<file path="src/rtl/writeback_unit.sv">
// writeback_unit
//
// Write-side front end of the 32x64-bit register bank. ALU results and load
// results from the memory stage are merged onto the bank's single write port
// (C, Cdata, W). Loads wait in a small FIFO. ALU results always win the port
// and never stall. The block also reports pending writes to the bank read
// addresses A and B, so the issue logic can stall on them.
//
// Parameters:
//   DEPTH     load-result FIFO entries (power of two, >= 2)
//
// Ports:
//   CLK       clock, all state updates on the rising edge
//   RST       synchronous active-high reset
//   aluValid  ALU result present this cycle (never back-pressured)
//   aluReg    ALU destination register
//   aluData   ALU result
//   memValid  load result offered
//   memReady  load accepted when memValid && memReady
//   memReg    load destination register
//   memData   load data
//   A, B      bank read addresses used for the hazard check
//   pendA/B   a write to A/B is still outstanding
//   C         bank write address (registered)
//   Cdata     bank write data (registered)
//   W         bank write enable (registered)
//
// Build option:
//   WB_ZERO_REG_EN  register 31 is XZR. ALU writes to it are dropped, loads
//                   to it are queued dead, and hazards on it are never
//                   reported. Without the macro, register 31 is ordinary.

module writeback_unit #(
  parameter int DEPTH = 4
) (
  input  logic        CLK,
  input  logic        RST,
  input  logic        aluValid,
  input  logic [4:0]  aluReg,
  input  logic [63:0] aluData,
  input  logic        memValid,
  output logic        memReady,
  input  logic [4:0]  memReg,
  input  logic [63:0] memData,
  input  logic [4:0]  A,
  input  logic [4:0]  B,
  output logic        pendA,
  output logic        pendB,
  output logic [4:0]  C,
  output logic [63:0] Cdata,
  output logic        W
);

  localparam int PW = $clog2(DEPTH);
  localparam int CW = $clog2(DEPTH) + 1;
  localparam logic [CW-1:0] FULL = CW'(DEPTH);

  logic [4:0]       r_reg  [DEPTH];
  logic [63:0]      r_data [DEPTH];
  logic [DEPTH-1:0] r_live;
  logic [PW-1:0]    r_head;
  logic [PW-1:0]    r_tail;
  logic [CW-1:0]    r_count;
  logic [4:0]       r_C;
  logic [63:0]      r_Cdata;
  logic             r_W;

  logic w_aluWrite;
  logic w_memZero;
  logic w_maskA;
  logic w_maskB;
  logic w_push;
  logic w_pushLive;
  logic w_hasEntry;
  logic w_pop;
  logic w_headLive;
  logic w_hitA;
  logic w_hitB;

  // Zero-register handling: an ALU result to XZR neither writes nor kills
  // older loads, a load to XZR is swallowed as a dead entry, and XZR never
  // reports a hazard.
`ifdef WB_ZERO_REG_EN
  assign w_aluWrite = aluValid && (aluReg != 5'd31);
  assign w_memZero  = (memReg == 5'd31);
  assign w_maskA    = (A == 5'd31);
  assign w_maskB    = (B == 5'd31);
`else
  assign w_aluWrite = aluValid;
  assign w_memZero  = 1'b0;
  assign w_maskA    = 1'b0;
  assign w_maskB    = 1'b0;
`endif

  // memReady looks only at the registered count, so a pop in the same cycle
  // never opens a slot early.
  assign memReady   = !RST && (r_count < FULL);
  assign w_push     = memValid && memReady;

  // A load arriving together with an ALU result to the same register is the
  // older of the two, so it is born dead.
  assign w_pushLive = !w_memZero && !(w_aluWrite && (memReg == aluReg));

  assign w_hasEntry = (r_count != '0);
  assign w_pop      = !aluValid && w_hasEntry;
  assign w_headLive = r_live[r_head];

  // Write-port arbitration, FIFO pointers, occupancy and live bits. The ALU
  // owns the port whenever it is valid; otherwise the head is drained, and a
  // dead head burns one cycle with W low. Live bits are cleared on pop so
  // that only occupied entries can raise a hazard.
  always_ff @(posedge CLK) begin
    if (RST) begin
      r_W     <= 1'b0;
      r_C     <= '0;
      r_Cdata <= '0;
      r_head  <= '0;
      r_tail  <= '0;
      r_count <= '0;
      r_live  <= '0;
    end else begin
      if (aluValid) begin
        r_W <= w_aluWrite;
        if (w_aluWrite) begin
          r_C     <= aluReg;
          r_Cdata <= aluData;
        end
      end else if (w_hasEntry) begin
        r_W <= w_headLive;
        if (w_headLive) begin
          r_C     <= r_reg[r_head];
          r_Cdata <= r_data[r_head];
        end
      end else begin
        r_W <= 1'b0;
      end

      for (int i = 0; i < DEPTH; i++) begin
        if (w_aluWrite && (r_reg[i] == aluReg)) begin
          r_live[i] <= 1'b0;
        end
      end

      if (w_pop) begin
        r_live[r_head] <= 1'b0;
        r_head         <= r_head + PW'(1);
      end

      if (w_push) begin
        r_live[r_tail] <= w_pushLive;
        r_tail         <= r_tail + PW'(1);
      end

      if (w_push && !w_pop) begin
        r_count <= r_count + CW'(1);
      end else if (!w_push && w_pop) begin
        r_count <= r_count - CW'(1);
      end
    end
  end

  // Payload storage needs no reset; an entry is only meaningful while it is
  // counted and live.
  always_ff @(posedge CLK) begin
    if (w_push) begin
      r_reg[r_tail]  <= memReg;
      r_data[r_tail] <= memData;
    end
  end

  // Scan the queue for live writes to either read address.
  always_comb begin
    w_hitA = 1'b0;
    w_hitB = 1'b0;
    for (int i = 0; i < DEPTH; i++) begin
      if (r_live[i] && (r_reg[i] == A)) begin
        w_hitA = 1'b1;
      end
      if (r_live[i] && (r_reg[i] == B)) begin
        w_hitB = 1'b1;
      end
    end
  end

  // The registered write still counts as pending until the bank commits it.
  assign pendA = !w_maskA && (w_hitA || (r_W && (r_C == A)));
  assign pendB = !w_maskB && (w_hitB || (r_W && (r_C == B)));

  assign C     = r_C;
  assign Cdata = r_Cdata;
  assign W     = r_W;

endmodule
</file>
<file path="config.mk">
export PLATFORM = sky130hd
export DESIGN_NAME = writeback_unit
export DESIGN_NICKNAME = d
export VERILOG_FILES = /design/src/rtl/writeback_unit.sv
export SDC_FILE = /design/constraint.sdc
export NUM_CORES = 1
export LEC_CHECK = 0
export ABC_AREA = 0
export BUFFER_PORTS_ARGS = -buffer_cell sky130_fd_sc_hd__buf_2
export CAP_MARGIN = 15
export CORE_ASPECT_RATIO = 0.7
export CORE_MARGIN = 2
export CORE_UTILIZATION = 55
export CTS_BUF_LIST = sky130_fd_sc_hd__clkbuf_4 sky130_fd_sc_hd__clkbuf_8
export DETAILED_ROUTE_END_ITERATION = 6
export HOLD_SLACK_MARGIN = 0.03
export PLACE_DENSITY_LB_ADDON = 0.08
export SYNTH_ARGS = -nofsm -noshare
export SYNTH_HDL_FRONTEND = slang
export SYNTH_SLANG_ARGS = --single-unit
</file>
<file path="constraint.sdc">
create_clock -name CLK -period 5 [get_ports CLK]
set_input_delay 0.5 -clock CLK [delete_from_list [all_inputs] [get_ports CLK]]
set_output_delay 0.5 -clock CLK [all_outputs]
set_load 0.03 [all_outputs]
</file>
==> metrics.md <==
| Metric | Value |
|---|---|
| Run status | `finished clean` |
| Internal | `5460 µW` |
| CP Capture Type | `output pin` |
| Worst-path maximum fanout | `4` |
| Max cap viols | `0` |
| CP bufs+invs | `1` |
| Startpoint types | `flip-flop` |
| Gr ovfl total | `0` |
| Largest net degree at the start of global routing | `83` |
| Routability Congestion | `0.839` |
| Synth area leaders | `edfxtp_1 57%, dfxtp_1 11%, mux4_2 11%, o221a_1 5.4%, xor2_1 3.7%` |
| Clk sinks | `359` |
| Final net count | `1249` |
| Tot GR Track Use | `0.223` |
| Cell Rows | `49` |
| Fmax | `371 MHz` |
| Switching power | `1950 µW` |
| Reg clk slew, reported paths | `0.06 ns` |
| Synth Register Bits | `359` |
| Critical Path AT | `2.20 ns` |
| Setup Buffers After CTS | `0` |
| Seq pwr share | `0.488` |
| Top-Level Pins | `225` |
| Yosys top cell area share | `0.571` |
| Count leader, synth | `edfxtp_1` |
| Final HPWL DP | `18800 µm` |
| Least-Margin Pin Slew | `1.11 ns` |
| Mapped Cells | `864` |
| Final setup TNS | `0 ns` |
| Initial core utilization | `0.562` |
| Cts bufs inserted | `52` |
| Largest register FFs | `256` |
| Clk buf depth | `3` |
| Data required, critical path | `4.50 ns` |
| First-pass GRT wire length | `46800 µm` |
| Crit path cell chain | `xor2_1 -> nor4_1 -> and3_1 -> a31oi_1 -> nand4_1 -> buf_2` |
| Area growth, synth to finish | `16.9%` |
| Mapped cell area | `14500 µm²` |
| First DRT Iteration DRCs | `518` |
| Resized cells post-CTS | `0` |
| Critical setup path kind | `reg -> out` |
| HP Class | `in -> reg` |
| Final setup vio count | `0` |
| TritonRoute pass-1 iters | `5` |
| Die Span Y | `140 µm` |
| Final min period | `2.70 ns` |
| Tcrit/Tclk final | `0.540` |
| Wirelength per Cell | `20.5 µm` |
| Total of warnings raised by yosys | `0` |
| Net Count, Synth | `1026` |
| CORE AREA | `25800 µm²` |
| # H-tree levels | `2` |
| Clk pwr share | `0.326` |
| IO Port Bufs | `224` |
| Distinct cells, synth | `34` |
| Routed Antenna Nets | `0` |
| Power density cells | `437 nW/µm²` |
| Largest delay share family, worst path | `simple AND/OR/NAND/NOR gates` |
| Final Slew Violations | `0` |
| Post-synth top cells | `276 x edfxtp_1, 83 x dfxtp_1, 74 x a21oi_1, 74 x inv_1, 70 x mux4_2` |
| Root Driver | `clkbuf_8` |
| CTS tree | `built` |
| Post-synth EDFFs | `276` |
| Lkg Pwr | `0.00630 µW` |
| Slowest stage delay, CP | `0.50 ns` |
| Combinational power share | `0.185` |
| Die area | `27700 µm²` |
| Initial antenna violation count | `5` |
| Worst-Skew Late Latency | `0.58 ns` |
| Maximum VDD drop | `0.000298 V` |
| DR DRC count | `0` |
| Top_reg_cell synth | `edfxtp_1` |
| Mapped Avg Cell Area | `16.8 µm²` |
| Die X | `198 µm` |
| Register area share after synthesis | `0.686` |
| Post-synth top area cell | `edfxtp_1` |
| Ys async rst share | `0` |
| RSZ-0062 raised after global routing | `false` |
| Vias after detailed routing | `8209` |
| Via density per instance | `5.50` |
| Layout cells sized above 1 | `0.356` |
| Worst Clk Skew | `0.0158 ns` |
| Final Hold Fails | `0` |
| Slowest-stage cell, CP | `edfxtp_1` |
| Max-slew headroom | `0.259` |
| Sw Share | `0.263` |
| Total power | `7410 µW` |
| # hold bufs at CTS | `0` |
| Vias in the first global route | `8362` |
| DRT Wirelength | `30600 µm` |
==> cell usage in the layout, fill, tap and decap left out, types with 5 or more instances in the layout <==
master and n:
ha_1 9, buf_2 224, nand3_1 6, diode_2 5
a21oi_1 74, nor2_1 7, mux4_2 70, clkinv_1 8
nor4_1 15, edfxtp_1 276, xnor2_1 17, o221a_1 69
clkbuf_4 25, inv_1 74, xor2_1 62, clkbuf_8 58
buf_4 10, dfxtp_1 81
==> final timing paths <==
path | start | to | slack, ns | depth (start not counted)
worst max register to register | r_count[0] | Cdata[43] | 2.34 | 5
worst max-delay path | r_reg[3][4] | pendA | 2.30 | 6
worst min register to register | r_count[2] | r_count[2] | 0.50 | 2
worst min-delay path | memData[59] | r_data[0][59] | 0.14 | 1
==> metal layers <==
layer / vias to the layer above / share of wire / global-route usage
li1: 3813 / - / -
met1: 4102 / 0.46 / 0.323
met2: 246 / 0.46 / 0.342
met3: 46 / 0.070 / 0.0589
met4: 2 / 0.014 / 0.0510
met5: - / 0.00042 / 0
==> power groups by stage <==
stage                     registers [µW]  clock network [µW]  logic (µW)
after floorplan                     3720                   0         982
after global placement              3680                   0        1380
after detailed placement            3680                   0        1390
after CTS                           3620                2480        1400
after global routing                3640                2620        1480
final                               3620                2420        1370
==> area by class of cell <==
class	count	area (µm²)
flip-flops and latches	359	9960
fillers	1864	8860
clock buffers	83	986
diodes	5	12.5
inverters	75	282
repair buffers	234	1200
multi-input cells	365	3960
clock inverters	14	115
well taps	357	447
==> through the flow <==
step | util | instances | instance area (µm²) | setup slack [ns] | hold WS [ns]
3_5_place_dp | 0.614 | 1390 | 15800 | 1.99 | 0.501
3_3_place_gp | 0.614 | 1390 | 15800 | 2.01 | 0.493
2_1_floorplan | - | 864 | 14500 | 1.74 | 0.467
6_report | 0.657 | 1492 | 17000 | 2.30 | 0.136
4_1_cts | 0.656 | 1487 | 16900 | 2.25 | 0.0909
5_1_grt | 0.657 | 1489 | 16900 | 2.15 | 0.104
==> kinds of logic after synthesis <==
| family | count (synthesis) | synth area share |
|---|---|---|
| compound gates | 152 | 0.0837 |
| xor+xnor | 79 | 0.0477 |
| mux | 72 | 0.110 |
| buf+inv | 140 | 0.0427 |
| fa+ha+maj | 10 | 0.00914 |
| flops | 359 | 0.686 |
| simple gates | 52 | 0.0209 |
No activity file was read; power rests on OpenSTA's default activity.
